## src/rtl/shift_add_multiplier.sv

```systemverilog
// Radix-2 shift-add multiplier, signed or unsigned; product valid exactly WIDTH cycles after accept.
// Result held on p/out_valid until out_ready; in_ready only while idle, operands ignored otherwise.
module shift_add_multiplier #(
   parameter int WIDTH = 8
) (
   input  logic               clk,
   input  logic               rst,
   input  logic               in_valid,
   output logic               in_ready,
   input  logic [WIDTH-1:0]   a,
   input  logic [WIDTH-1:0]   b,
   input  logic               signed_mode,
   output logic               out_valid,
   input  logic               out_ready,
   output logic [2*WIDTH-1:0] p,
   output logic               busy
);

   localparam int CW = $clog2(WIDTH) + 1;
   localparam logic [CW-1:0] LAST = CW'(WIDTH - 1);

   typedef enum logic [1:0] {
      IDLE,
      CALC,
      DONE
   } state_t;

   state_t             state, state_nxt;
   logic [2*WIDTH-1:0] acc, mcand, acc_sum;
   logic [WIDTH-1:0]   mplier, a_mag, b_mag;
   logic [CW-1:0]      cnt;
   logic               sign;
   logic               last;

   // Magnitudes stay unsigned WIDTH bits, so the most-negative operand maps to 2^(WIDTH-1) exactly.
   assign a_mag   = (signed_mode && a[WIDTH-1]) ? -a : a;
   assign b_mag   = (signed_mode && b[WIDTH-1]) ? -b : b;
   assign acc_sum = acc + (mplier[0] ? mcand : '0);
   assign last    = (cnt == LAST);

   always_ff @(posedge clk) begin
      if (rst) state <= IDLE;
      else     state <= state_nxt;
   end

   always_comb begin
      state_nxt = state;
      in_ready  = 1'b0;
      out_valid = 1'b0;
      busy      = 1'b1;
      case (state)
         IDLE: begin
            in_ready = 1'b1;
            busy     = 1'b0;
            if (in_valid) state_nxt = CALC;
         end
         CALC: begin
            if (last) state_nxt = DONE;
         end
         DONE: begin
            out_valid = 1'b1;
            if (out_ready) state_nxt = IDLE;
         end
         default: state_nxt = IDLE;
      endcase
   end

   always_ff @(posedge clk) begin
      if (rst) begin
         acc    <= '0;
         mcand  <= '0;
         mplier <= '0;
         cnt    <= '0;
         sign   <= 1'b0;
         p      <= '0;
      end else begin
         case (state)
            IDLE: begin
               if (in_valid) begin
                  acc    <= '0;
                  mcand  <= {{WIDTH{1'b0}}, a_mag};
                  mplier <= b_mag;
                  cnt    <= '0;
                  sign   <= signed_mode & (a[WIDTH-1] ^ b[WIDTH-1]);
               end
            end
            CALC: begin
               acc    <= acc_sum;
               mcand  <= mcand << 1;
               mplier <= mplier >> 1;
               cnt    <= cnt + 1'b1;
               // Final partial product is folded in here so DONE needs no extra cycle.
               if (last) p <= sign ? -acc_sum : acc_sum;
            end
            default: ;
         endcase
      end
   end

endmodule

```

## config.mk

```make
export PLATFORM = sky130hd
export DESIGN_NAME = shift_add_multiplier
export DESIGN_NICKNAME = d
export VERILOG_FILES = /design/src/rtl/shift_add_multiplier.sv
export SDC_FILE = /design/constraint.sdc
export NUM_CORES = 1
export LEC_CHECK = 0
export CORE_MARGIN = 2
export CORE_UTILIZATION = 38
export DETAILED_ROUTE_END_ITERATION = 8
export MAX_ROUTING_LAYER = met4
export PLACE_DENSITY = 0.53
export SLEW_MARGIN = 40
export SYNTH_ARGS = -nofsm -noshare
export SYNTH_HDL_FRONTEND = slang
export SYNTH_SLANG_ARGS = --single-unit
```

## constraint.sdc

```tcl
create_clock -name clk -period 4.35 [get_ports clk]
set_input_delay 1.305 -clock clk [delete_from_list [all_inputs] [get_ports clk]]
set_output_delay 1.305 -clock clk [all_outputs]
set_load 0.01 [all_outputs]
```

==> Yosys cells after proc, flatten, opt, wreduce, memory -nomap -nowiden <==
Cells that the tools add are included.
{ "word_totals": {"elab_cells": 47, "register_bits": 63, "out_inout_bits": 19, "inputBits": 21} }
{ "op_classes": {"reduce_logical": 8, "mux": 19, "n_bitwise": 2, "add_sub_neg": 5, "n_eq_ne": 6} }
{ "op_table": {"columns": ["cell", "count"], "rows": [
  ["$mux W16", 4],
  ["$pmux W16 S2", 2],
  ["$mux W8", 3],
  ["$add A16 B16 Y16", 1],
  ["$neg A16 Y16", 1],
  ["$neg A8 Y8", 2],
  ["$pmux W8 S2", 1],
  ["$pmux W4 S2", 1],
  ["$mux W2", 3],
  ["$ne A2 B2 Y1 const B", 3],
  ["$pmux W2 S3", 1],
  ["$reduce_and A2 Y1", 3],
  ["$add A4 B1 Y4 const B", 1],
  ["$eq A4 B3 Y1 const B", 1],
  ["$mux W4", 1],
  ["$mux W1", 3],
  ["$reduce_and A3 Y1", 1],
  ["$eq A2 B1 Y1 const B", 1],
  ["$eq A2 B2 Y1 const B", 1],
  ["$logic_and A1 B1 Y1", 2],
  ["$logic_not A2 Y1", 1],
  ["$reduce_bool A2 Y1", 1],
  ["$and A1 B1 Y1", 1],
  ["$xor A1 B1 Y1", 1]
]} }

==> Logic depth before layout (Yosys ltp) <==
Gate-level depths: netlist of the first run.
{ "depth": {"word_depth": 4, "mapped_depth": 13, "depth_no_buf": 11} }

==> Worst setup path before layout of the first run <==
No wires, ideal clock.
{ "synth_path": {"path_kind": "register to register", "startpoint": "register mplier[0]", "endpoint": "register p[15]", "path_stages_with_launch": 13, "n_path_buf": 1, "setup_slack_ps": 1469, "arrival_ps": 2749, "setup_time_ps": 132, "t_required_ps": 4218, "synth_period_minus_slack_ps": 2881, "cell_sequence": "dfxtp_1 -> clkbuf_1 -> and2_1 -> ha_1 -> fa_1 -> a21oi_1 -> o221a_4 -> o21ai_1 -> a31oi_1 -> xor2_1 -> and4bb_2 -> mux2i_1 -> a21oi_1"} }
{ "synth_between": {"elab_chain_len": 4} }
{ "synth_lines": {"columns": ["element", "line_no", "text"], "rows": [
  ["start: declaration", "30", "logic [WIDTH-1:0] mplier, a_mag, b_mag;"],
  ["start signal: assignment", "82", "mplier <= b_mag;"],
  ["start signal: assignment", "90", "mplier <= mplier >> 1;"],
  ["$mux W16 (*)", "38", "assign acc_sum = acc + (mplier[0] ? mcand : '0);"],
  ["$add A16 B16 Y16 (*)", "38", null],
  ["$neg A16 Y16", "93", "if (last) p <= sign ? -acc_sum : acc_sum;"],
  ["$mux W16 (*)", "93", null],
  ["end signal: assignment", "93", null],
  ["end: declaration", "15", "output logic [2*WIDTH-1:0] p,"]
]} }
Every way passes the cells marked *; elsewhere a longest branch is shown, timed or not.
A chain may end at the register's enable or synchronous reset.

==> Worst setup path in the final report of the first run <==
Same ends and word-level chain as after synthesis.

==> results.tsv, run 1 <==
metric	value	unit
startpoint_type	register	
hold_start	p[0]	
clock-root-buffer	clkbuf_8	
synth_ff_type	dfxtp_1	
cp.arrival	3.44	ns
initial_core_util	0.391	
reg2reg_depth	11	
fin_crit_sh	0.740	
power.switching	349	uW
syn_inst	516	
p_per_area	282	nW/um2
crit_type	reg -> reg	
synth_edf_count	0	
coreArea	10300	um2
hold_buffers	0	
wl_per_cell	15.3	um
drc	0	
hold_path.class	reg -> reg	
yosys_warnings	0	
fin_skew	0.0133	ns
pin_count	40	
grt_pass1_wl	17300	um
p_int	971	uW
synth-seq-area-share	0.314	
final_common_cell	dfxtp_1	
cts_tree	yes	
end_kind	register	
cts_setup_buffers	0	
die-width	107	um
yosysUniqueCellTypes	58	
overflow	0	
nets	578	
r2r_start	mplier[0]	
grt_max_degree	64	
drtIter0Drc	178	
die_h	107	um
die-area	11400	um2
first_global_vias	3494	
syn-cell-area	4020	um2
path_clk_slew	0.08	ns
cap_violations	0	
cts_buffers	9	
drv_slew	0	
diodes	0	
p_comb_frac	0.108	
finalCriticalPeriod	3.22	ns
vdd_drop_max	146	uV
place_ws	1.17	ns
synth_nets	557	
tightest_slew	0.671	ns
avgSynthCellArea	7.79	um2
rsz0062_at_grt	no	
clock_latency	0.36	ns
layout_common_cells	dfxtp_1 (63), a21oi_1 (57), nand2_1 (51)	
hold_path_end	p[0]	
slew-limit-headroom	0.550	
drive_gt1_frac	0.0720	
routed_wirelength	10400	um
place.gp.congestion	0.910	
ctsResizeCount	0	
ys_ff_latch	63	
synth_async_sr_flop_share	0	
seqPwrFrac	0.458	
rows	37	
cts.sinks	63	
num_vias	3748	
clkPwrFrac	0.434	
hold_viol_final	0	
cp.required	4.57	ns
port_buffers	39	
track_usage	0.197	
layout_setup_ws	1.13	ns
dp_hpwl	7520	um
antenna_found_initial	0	
clockBufferDepth	2	
worstPathMaxFanout	17	
dr.pass1.iters	4	
rrSetupSlack	1.13	ns
max_clock_freq	311	MHz
r2r-end	p[15]	
hold_depth	2	
netSwitchingFraction	0.264	
viasPerCell	5.53	
setup_viol	0	
power_leakage	1.77	nW
antenna_left	0	
htreeDepth	3	
status	finished clean	
setup_tns	0	ns
area_delta_synth_final	16.4	%
[cell families after synthesis]
group	count (synthesis)	synth area share
flops	63	0.314
buf+inv	51	0.0545
xor+xnor	26	0.0585
simple gates	207	0.256
mux	5	0.0124
fa+ha+maj	20	0.0641
compound gates	144	0.241
[cell usage after synthesis (all sizes together) (6+ instances only)]
cell type,number,area [um2]
dfxtp,63,1260
a21oi,60,319
nand2,51,191
nor2,49,184
nand3,34,170
and2,24,155
clkbuf,21,78.8
ha,19,238
inv,19,71.3
xor2,19,174
o21ai,16,80.1
a211oi,14,105
a31oi,12,75.1
nor3,12,60.1
a22oi,11,82.6
buf,11,68.8
and3,8,55.1
xnor2,7,61.3
nand4,6,37.5
[power groups by stage]
stage          Combinational (mW)  Clock, mW  Sequential (mW)
5_1_grt                     0.159      0.611            0.607
3_3_place_gp                0.142          0            0.618
3_5_place_dp                0.143          0            0.618
4_1_cts                     0.144      0.588            0.605
6_report                    0.142      0.573            0.605
2_1_floorplan              0.0963          0            0.611
[through the flow]
| stage | hold WS (ns) | total power, mW | cells | instance area, um2 | utilization |
|---|---|---|---|---|---|
| after detailed placement | 0.451 | 0.761 | 662 | 4460 | 0.434 |
| after global routing | 0.488 | 1.38 | 678 | 4680 | 0.455 |
| after floorplan | 0.432 | 0.707 | 516 | 4020 | - |
| final | 0.456 | 1.32 | 678 | 4680 | 0.455 |
| after global placement | 0.442 | 0.760 | 662 | 4450 | 0.433 |
| after CTS | 0.462 | 1.34 | 678 | 4680 | 0.455 |
[worst max-delay path, cell delays in order (launching register included)]
cell and delay [ns]:
dfxtp_1 0.42, and2_1 0.20, ha_1 0.22, fa_1 0.43, a21oi_1 0.21, o221a_4 0.26, xnor2_1 0.13, a21oi_1 0.34
nand4_1 0.24, and4bb_2 0.35, mux2i_1 0.19, a21oi_1 0.08
[metal layers]
metal | GRT usage | wire (um)
met1 | 0.236 | 4820
met2 | 0.332 | 4890
met3 | 0.0237 | 397
met4 | 0.0891 | 286
met5 | - | 0
[cell type report]
class                   instances  area (um2)
clock buffers                   9         124
clock inverters                 7        96.3
fillers                      1076        5600
inverters                      19        71.3
multi-input cells             402        2550
flip-flops and latches         63        1260
well taps                     136         170
repair buffers                 42         410
[how the worst max path moves through the flow]
stage	slack, ns	from	depth (start not counted)	endpoint
2_1_floorplan	1.47	mplier[0]	12	p[15]
3_3_place_gp	1.23	mplier[0]	11	p[15]
3_5_place_dp	1.17	mplier[0]	11	p[15]
4_1_cts	1.14	mplier[0]	11	p[15]
5_1_grt	0.89	mplier[0]	11	p[15]
6_report	1.13	mplier[0]	11	p[15]
[state kept, by name, summed over array words and instances, names as in the netlist]
register / cells
acc: 16
sign: 1
mcand: 16
p: 16
cnt: 4
state: 2
mplier: 8
Note: power is estimated with default switching activity, not from simulation.
==> inputs of run 2 (changes only) <==
- PLACE_DENSITY: 0.53 -> 0.55
- clock period: 4.35 -> 2.9 ns (I/O delays scaled with it)
==> run 2 against run 1 <==
Against the previous run:
- clock skew is 0.0038 ns lower
- combinational power is 79% higher
- sequential share of layout area down 2.5 points
- clock power rose by 36%
- final area up 10%
- critical path depth increased by 1
- count of clock-buffer cells in the layout up 2
- die area is the same
- maximum frequency grew 13%
- first-iteration DRC count shrank 28%
- register-to-register slack worse by 1.1 ns
- wire length up 2.7%
- highest routed layer unchanged
==> results.tsv, run 2 (synthesis gave the netlist of run 1 again) <==
metric	value	unit
status	finished clean	
layout_common_cells	dfxtp_1 (62), a21oi_1 (53), nor2_1 (49), nand2_1 (49), buf_4 (42)	
largestRegisters	acc: 16 flops, mcand: 16 flops, p: 16 flops	
r2r_start	mplier[0]	
rsz0062_at_grt	yes	
power_leakage	2.05	nW
crit_chain	and2_4, ha_4, fa_2, a21oi_2, o221a_4, mux2i_2, a211oi_2, nand4_1, buf_4, and4bb_2, mux2i_1, a21oi_1	
hold_depth	2	
dr.pass1.iters	6	
clock_latency	0.34	ns
fin_hold_ws	0.456	ns
rows	37	
grt_pass1_wl	17100	um
startpoint_type	register	
num_vias	3852	
hold_start	mcand[13]	
overflow	0	
die-width	107	um
place_area	4660	um2
reg2reg_depth	12	
setup_viol	0	
viasPerCell	5.35	
p_per_area	375	nW/um2
r2r-end	p[15]	
coreArea	10300	um2
crit_path_max_incr_delay	0.40	ns
drtIter0Drc	129	
post-route-util	0.503	
pin_count	40	
wl_per_cell	14.8	um
cp.required	3.14	ns
area_delta_synth_final	28.5	%
fin_skew	0.00950	ns
track_usage	0.191	
slowest_stage	fa_2	
hold_path_end	mcand[14]	
crit_type	reg -> reg	
rrSetupSlack	0.05	ns
antenna_left	0	
die_h	107	um
end_kind	register	
die-area	11400	um2
grt_max_degree	32	
diodes	0	
clockBufferDepth	2	
initial_core_util	0.391	
place.gp.congestion	0.880	
htreeDepth	3	
cap_violations	0	
finalCriticalPeriod	2.85	ns
nets	620	
cts_buffers	9	
dp_hpwl	7770	um
max_clock_freq	351	MHz
finalPower	1.94	mW
drv_slew	0	
hold_viol_final	0	
cts.sinks	63	
final_common_cell	dfxtp_1	
path_clk_slew	0.08	ns
hold_path.class	reg -> reg	
antenna_found_initial	0	
slew-limit-headroom	0.513	
drive_gt1_frac	0.178	
port_buffers	39	
fin_area	5170	um2
worstPathMaxFanout	6	
first_global_vias	3490	
routed_wirelength	10700	um
clock-root-buffer	clkbuf_8	
cts_tree	yes	
tightest_slew	0.730	ns
fin_crit_sh	0.982	
fillers	1033	
cp.arrival	3.08	ns
drc	0	
hold_buffers	0	
vdd_drop_max	203	uV
[run 2: report_power, final]
part	total [mW]	internal (mW)	switching (mW)
sequential	0.905	0.885	0.0198
combinational	0.254	0.112	0.142
clock	0.780	0.421	0.359
[run 2: layer usage]
metal | GRT usage | vias to the layer above | share of wire
met4 | 0.0529 | 0 | 0.013
met5 | - | - | 0
met1 | 0.243 | 1761 | 0.47
met2 | 0.310 | 93 | 0.47
met3 | 0.0365 | 13 | 0.041
li1 | - | 1985 | -
[run 2: cell type report]
type / count / area, um2 / area share
Clock buffer: 11 / 141 / 0.0274
Clock inverter: 5 / 56.3 / 0.0109
Inverter: 19 / 71.3 / 0.0138
Multi-Input combinational cell: 402 / 2730 / 0.527
Sequential cell: 63 / 1260 / 0.245
Tap cell: 136 / 170 / 0.0329
Timing Repair Buffer: 84 / 737 / 0.143
[run 2: per-stage QoR]
step           instances  worst slack (ns)  setup TNS [ns]
6_report             720            0.0536               0
5_1_grt              720            -0.155          -0.284
4_1_cts              705           0.00580               0
3_5_place_dp         688           0.00692               0
3_3_place_gp         688            0.0566               0
2_1_floorplan        516            0.0189               0
[run 2: worst max path at each step]
stage                     cells after the start  startpoint  slack, ns  endpoint
after floorplan                              12   mplier[0]       0.02     p[15]
after global placement                       11   mplier[0]       0.06     p[15]
after detailed placement                     11   mplier[0]      0.007     p[12]
after CTS                                    10   mplier[0]      0.006     p[12]
after global routing                         11   mplier[0]      -0.15     p[13]
final                                        12   mplier[0]       0.05     p[15]
[run 2: worst max-delay path, delay by kind of cell, from the launching register on]
family | cells | cell delay (ns)
AO/OA/AOI/OAI | 4 | 0.73
adder cells (fa/ha/maj) | 2 | 0.55
buffers and inverters | 1 | 0.20
flip-flops | 1 | 0.36
multiplexers | 2 | 0.27
AND/OR/NAND/NOR | 3 | 0.64
[run 2: what timing repair did]
action                                 CTS  global route
setup buffers                            1            15
endpoints found under the hold margin    0             0
resized for setup                        3            38
pin swaps                                2            24
setup endpoints to repair                2             6
